[src/rtl/four_bit_2x1_mux_pkg.sv]
// Shared widths and data type for the 2:1 data selector.
// No logic; imported by the selector stage and the top.
package four_bit_2x1_mux_pkg;
   localparam int DEFAULT_WIDTH     = 4;
   localparam int DEFAULT_CNT_WIDTH = 8;

   typedef logic [DEFAULT_WIDTH-1:0] mux_data_t;
endpackage

[src/rtl/four_bit_2x1_mux_mux2_stage.sv]
// Purpose: pure combinational 2:1 selector, out = select ? in_1 : in_0.
// Latency: zero cycles. Backpressure: none, the output always follows the inputs.
module mux2_stage
   import four_bit_2x1_mux_pkg::*;
#(
   parameter int WIDTH = DEFAULT_WIDTH
) (
   input  logic [WIDTH-1:0] in_1,
   input  logic [WIDTH-1:0] in_0,
   input  logic             select,
   output logic [WIDTH-1:0] out
);

   // Plain ?: so an X/Z select resolves with the simulator's normal semantics.
   assign out = select ? in_1 : in_0;

endmodule

[src/rtl/four_bit_2x1_mux.sv]
// Purpose: 2:1 data selector with a registered copy and a Select-change counter; FOUR_BIT_MUX_PARITY_EN adds Parity.
// Latency: Out is combinational, Out_q/Sel_toggles are one clk behind. Backpressure: none.
module four_bit_2x1_mux
   import four_bit_2x1_mux_pkg::*;
#(
   parameter int WIDTH     = DEFAULT_WIDTH,
   parameter int CNT_WIDTH = DEFAULT_CNT_WIDTH
) (
   input  logic                 clk,
   input  logic                 rst_n,
   input  logic [WIDTH-1:0]     In_1,
   input  logic [WIDTH-1:0]     In_0,
   input  logic                 Select,
   output logic [WIDTH-1:0]     Out,
   output logic [WIDTH-1:0]     Out_q,
   output logic [CNT_WIDTH-1:0] Sel_toggles
`ifdef FOUR_BIT_MUX_PARITY_EN
   ,
   output logic                 Parity
`endif
);

   logic sel_d;

   mux2_stage #(.WIDTH(WIDTH)) u_mux2_stage (
      .in_1   (In_1),
      .in_0   (In_0),
      .select (Select),
      .out    (Out)
   );

   // sel_d resets to 0, so a Select=1 on the first edge out of reset counts as a toggle.
   always_ff @(posedge clk or negedge rst_n) begin
      if (!rst_n) begin
         Out_q       <= '0;
         Sel_toggles <= '0;
         sel_d       <= 1'b0;
      end else begin
         Out_q <= Out;
         sel_d <= Select;
         if ((Select != sel_d) && (Sel_toggles != {CNT_WIDTH{1'b1}}))
            Sel_toggles <= Sel_toggles + CNT_WIDTH'(1);
      end
   end

`ifdef FOUR_BIT_MUX_PARITY_EN
   logic parity_q;

   assign Parity = ^Out;

   always_ff @(posedge clk or negedge rst_n) begin
      if (!rst_n)
         parity_q <= 1'b0;
      else
         parity_q <= ^Out;
   end
`endif

endmodule

[config.mk]
export PLATFORM = sky130hd
export DESIGN_NAME = four_bit_2x1_mux
export DESIGN_NICKNAME = d
export VERILOG_FILES = /design/src/rtl/four_bit_2x1_mux_pkg.sv /design/src/rtl/four_bit_2x1_mux_mux2_stage.sv /design/src/rtl/four_bit_2x1_mux.sv
export SDC_FILE = /design/constraint.sdc
export NUM_CORES = 1
export LEC_CHECK = 0
export CAP_MARGIN = 10
export CORE_MARGIN = 2
export CORE_UTILIZATION = 38
export DETAILED_ROUTE_END_ITERATION = 12
export PLACE_DENSITY = 0.8
export SLEW_MARGIN = 20
export SYNTH_ARGS = -nofsm -noshare
export SYNTH_HDL_FRONTEND = slang
export SYNTH_HIERARCHICAL = 1
export SYNTH_SLANG_ARGS = --single-unit
[constraint.sdc]
create_clock -name clk -period 1.82 [get_ports clk]
set_input_delay 0.546 -clock clk [delete_from_list [all_inputs] [get_ports clk]]
set_output_delay 0.546 -clock clk [all_outputs]
set_load 0.01 [all_outputs]
==> Yosys cells after proc, flatten, opt, wreduce, memory -nomap -nowiden <==
Cells that the tools add are included.
Widths: inputs -> output; s select.
{ "classes": {"n_addsub": 1, "n_mul": 0, "div": 0, "magnitude_cmp": 0, "n_eq_ne": 2, "shift": 0, "mux": 1, "bitwise": 0, "n_reduce_logical": 1} }
{ "op_table": {"columns": ["operator", "n"], "rows": [
  ["$add 8x1->8 const B", 1],
  ["$ne 8x8->1 const B", 1],
  ["$mux 4", 1],
  ["$logic_and 1x1->1", 1],
  ["$ne 1x1->1", 1]
]} }
{ "word_totals": {"ff_bits": 13, "latch_bits": 0, "ramBits": 0, "mem_bits_ro": 0, "output_inout_bits": 16, "elab_cells": 8, "n_memories": 0} }

==> Longest topological paths before layout <==
Gate-level depths: netlist of run 1.
{ "logic_depth": {"ltp_word": 2, "mapped_depth": 5, "mapped_depth_nobuf": 5} }

==> Cells and area by module <==
The synthesis of run 1 kept the hierarchy.
{ "modules_own_cells": {"columns": ["module", "instances", "cells_per_inst", "area_each_um2"], "rows": [
  ["four_bit_2x1_mux", 1, 38, 520.5],
  ["mux2_stage", 1, 4, 45.0]
]} }

==> Least setup slack after synthesis of run 1 <==
Ideal clock, no wire load.
{ "synth_timing": {"path_type": "input-to-reg", "startpoint": "input port Select", "endpoint": "register Sel_toggles[5]", "arrival_ns": 1.349, "required_time_ns": 1.692, "setup_slack_ns": 0.343, "stages": 4, "path_buffers": 0, "path_cell_list": "xor2_2 -> and4_4 -> nand3_2 -> mux2_1"} }
{ "synth_between": {"elab_chain_cells": 2} }
{ "synth_rtl": {"columns": ["element", "line", "text"], "rows": [
  ["start, declared", "four_bit_2x1_mux.sv:13", "input logic Select,"],
  ["$ne 1x1->1", "four_bit_2x1_mux.sv:41", "if ((Select != sel_d) && (Sel_toggles != {CNT_WIDTH{1'b1}}))"],
  ["$logic_and 1x1->1", "four_bit_2x1_mux.sv:41", null],
  ["end signal, assigned", "four_bit_2x1_mux.sv:42", "Sel_toggles <= Sel_toggles + CNT_WIDTH'(1);"],
  ["end, declared", "four_bit_2x1_mux.sv:16", "output logic [CNT_WIDTH-1:0] Sel_toggles"]
]} }
Every way passes these cells.
A chain may end at the register's enable or synchronous reset.

==> Final worst setup path of run 1 <==
{ "layout_timing": {"startpoint": "register Sel_toggles[7]", "endpoint": "output port Sel_toggles[7]"} }
No word-level cell between the ends.

==> impl_metrics.py, run 1 <==
metrics = {
    "yosys": {
        "synth_seq_cells": 13,
        "synth.avg_cell_area_um2": 13.5,
        "ys_seq_area_share_pct": 57.5,
        "synthCells": 42,
        "synthFlopType": "dfrtp_1",
        "ys_types": 19,
        "synthesis.nets": 54,
        "yosysWarnings": 6,
        "async_flop_share_pct": 100,
        "synth_edf_count": 0,
        "syn-cell-area_um2": 566,
    },
    "sta": {
        "slew_headroom_pct": 86.8,
        "drv_slew": 0,
        "hold_viol": 0,
        "worst_slew_pin_slew_ps": 195,
        "fmax_mhz": 562,
        "setup_ws_ps": 39.1,
        "setup_violations": 0,
        "period_minus_slack_ps": 1780,
        "rsz0062_at_grt": "no",
        "finalClockSkew_ps": 0.548,
        "fin_crit_sh_pct": 97.9,
    },
    "cells_and_area": {
        "finalNonFillerCells": 98,
        "nNetsFinal": 96,
        "layout_common_cells": "dfrtp_1 (13), clkdlybuf4s50_1 (13), buf_4 (11)",
        "layout-drive-gt1-share_pct": 36.1,
        "n_antenna_cell": 0,
        "syn2layout_area_growth_pct": 69.5,
        "num-fill-cells": 108,
    },
    "clocking": {
        "cts_hold_buf": 0,
        "insertion_delay_ps": 270,
        "htree_levels": 1,
        "clkSinkCount": 13,
        "cts_buffers": 3,
        "cts-root-buf": "clkbuf_4",
        "clockBufferDepth": 2,
        "cts.clk_slew.worst_paths_ps": 80,
        "cts_tree": "built",
    },
    "worst_setup_path": {
        "cp.depth": 1,
        "arrival_ps": 1230,
        "r2r-start": "Sel_toggles[0]$_DFFE_PN0P_",
        "cp.required_ps": 1270,
        "end_kind": "output port",
        "rr_worst_depth": 6,
        "crit_type": "register to output port",
        "worstPathCellList": "clkdlybuf4s50_1",
        "path_delay_family": "buffers and inverters",
        "slowest_delay_ps": 550,
        "crit_fanout": 5,
        "rr_endpoint": "Sel_toggles[6]$_DFFE_PN0P_",
        "timing.critical_path.buf_inv": 1,
        "cpMaxStageDelayCell": "clkdlybuf4s50_1",
        "crit_path_start_kind": "register",
        "reg2reg_slack_ps": 260,
    },
    "drt": {
        "drc": 0,
        "drtIter0Drc": 2,
        "wire_per_inst_um": 12.1,
        "via_per_inst": 4.96,
        "via_count": 486,
        "drtPass1Iterations": 4,
        "drt-total-wl_um": 1190,
        "ant_nets": 0,
    },
    "floorplan": {
        "start_util_pct": 41.9,
        "die-area_um2": 1810,
        "die_h_um": 42.6,
        "num_rows": 13,
        "core_area_um2": 1350,
        "io_pins": 27,
        "fp.dieW_um": 42.6,
    },
    "flow_run": {
        "maxCapViolCount": 0,
    },
    "place": {
        "io_buffers": 26,
        "dp_slack_ps": -708,
        "placed_cells": 89,
        "place.gp.congestion": 0.729,
        "dpl.hpwl_um": 923,
    },
    "hold_path": {
        "hp-class": "register to register",
        "min_path_cells": 1,
        "min_to": "Sel_toggles[5]$_DFFE_PN0P_",
        "hold_start": "Sel_toggles[5]$_DFFE_PN0P_",
    },
    "power_and_ir_drop": {
        "p_total_mw": 1.20,
        "power_density_nw_per_um2": 1250,
        "p_leak_nw": 0.442,
        "ir_drop_mv": 0.615,
    },
    "global_route": {
        "grt_max_degree": 14,
        "antenna_found_initial": 0,
        "grt_pass1_vias": 490,
        "grt_pass1_wl_um": 2100,
        "track_usage_pct": 15.6,
        "overflow": 0,
    },
    "run_status": {
        "status": "finished, final reports clean",
    },
}
==> cell type report <==
cell class / count / area (um^2) / share of cell area [%]
clock buffers: 4 / 26.3 / 2.74
inverters: 1 / 3.75 / 0.392
multi-input cells: 28 / 251 / 26.2
flip-flops and latches: 13 / 325 / 33.9
well taps: 15 / 18.8 / 1.96
repair buffers: 37 / 333 / 34.7
==> state kept, by name, indices dropped and copies added, names as in the netlist <==
register / cells
sel_d: 1
Out_q: 4
Sel_toggles: 8
==> report_power, final <==
| part | internal, mW | leakage (nW) | switching [mW] | total (mW) |
|---|---|---|---|---|
| logic | 0.360 | 0.270 | 0.222 | 0.582 |
| registers | 0.376 | 0.157 | 0.0645 | 0.440 |
| clock network | 0.0847 | 0.0150 | 0.0893 | 0.174 |
==> cell families (layout without fill, tap and decap cells) <==
group	count (synthesis)	after routing	share of synthesized area, %
muxes	6	6	11.9
and+or+nand+nor	8	8	10.4
AOI/OAI and AO/OA	9	9	9.73
adders and majority gates	1	1	2.21
xor gates and xnor gates	4	4	7.52
DFF	13	13	57.5
buffers and inverters	1	42	0.663
==> worst max path at each step <==
stage	from	to	slack, ps
2_1_floorplan	Select	Sel_toggles[5]$_DFFE_PN0P_	340
3_3_place_gp	Select	Out[2]	-700
3_5_place_dp	Select	Out[3]	-710
4_1_cts	Select	Out[1]	8
5_1_grt	Sel_toggles[7]$_DFFE_PN0P_	Sel_toggles[7]	6
6_report	Sel_toggles[7]$_DFFE_PN0P_	Sel_toggles[7]	40
==> layer usage <==
metal | share of wire (%) | global-route usage, %
met5 | 0 | 0
met4 | 0 | 7.50
met3 | 9.2 | 4.74
met2 | 51 | 26.2
met1 | 40 | 17.9
==> cells in the mapped netlist (2+ instances only) <==
cell type	count	area (um^2)
a31oi_1	2	12.5
xnor2_1	3	26.3
dfrtp_1	13	325
nand2_1	2	7.51
mux2_2	5	56.3
o21ai_0	2	10.0
a21oi_1	3	15.0
==> metrics by stage <==
stage	cell area [um^2]	setup TNS [ps]	hold slack, ps	utilization (%)
6_report	958	0	525	71.0
5_1_grt	958	0	565	71.0
4_1_cts	942	0	543	69.8
3_5_place_dp	890	-5020	532	65.9
3_3_place_gp	890	-4790	516	65.9
2_1_floorplan	566	0	250	-
==> what timing repair did <==
action,4_1_cts,5_1_grt
hold endpoints to repair,0,0
gates resized for setup,35,2
gates cloned,0,0
buffers inserted,2,3
setup endpoints to repair,10,6
Note: power is estimated with default switching activity, not from simulation.
==> inputs of run 2 (changes only) <==
- CTS_CLUSTER_SIZE: default -> 10
==> results of run 2 <==
No change in the layout: final DEF, timing and power equal those of run 1.
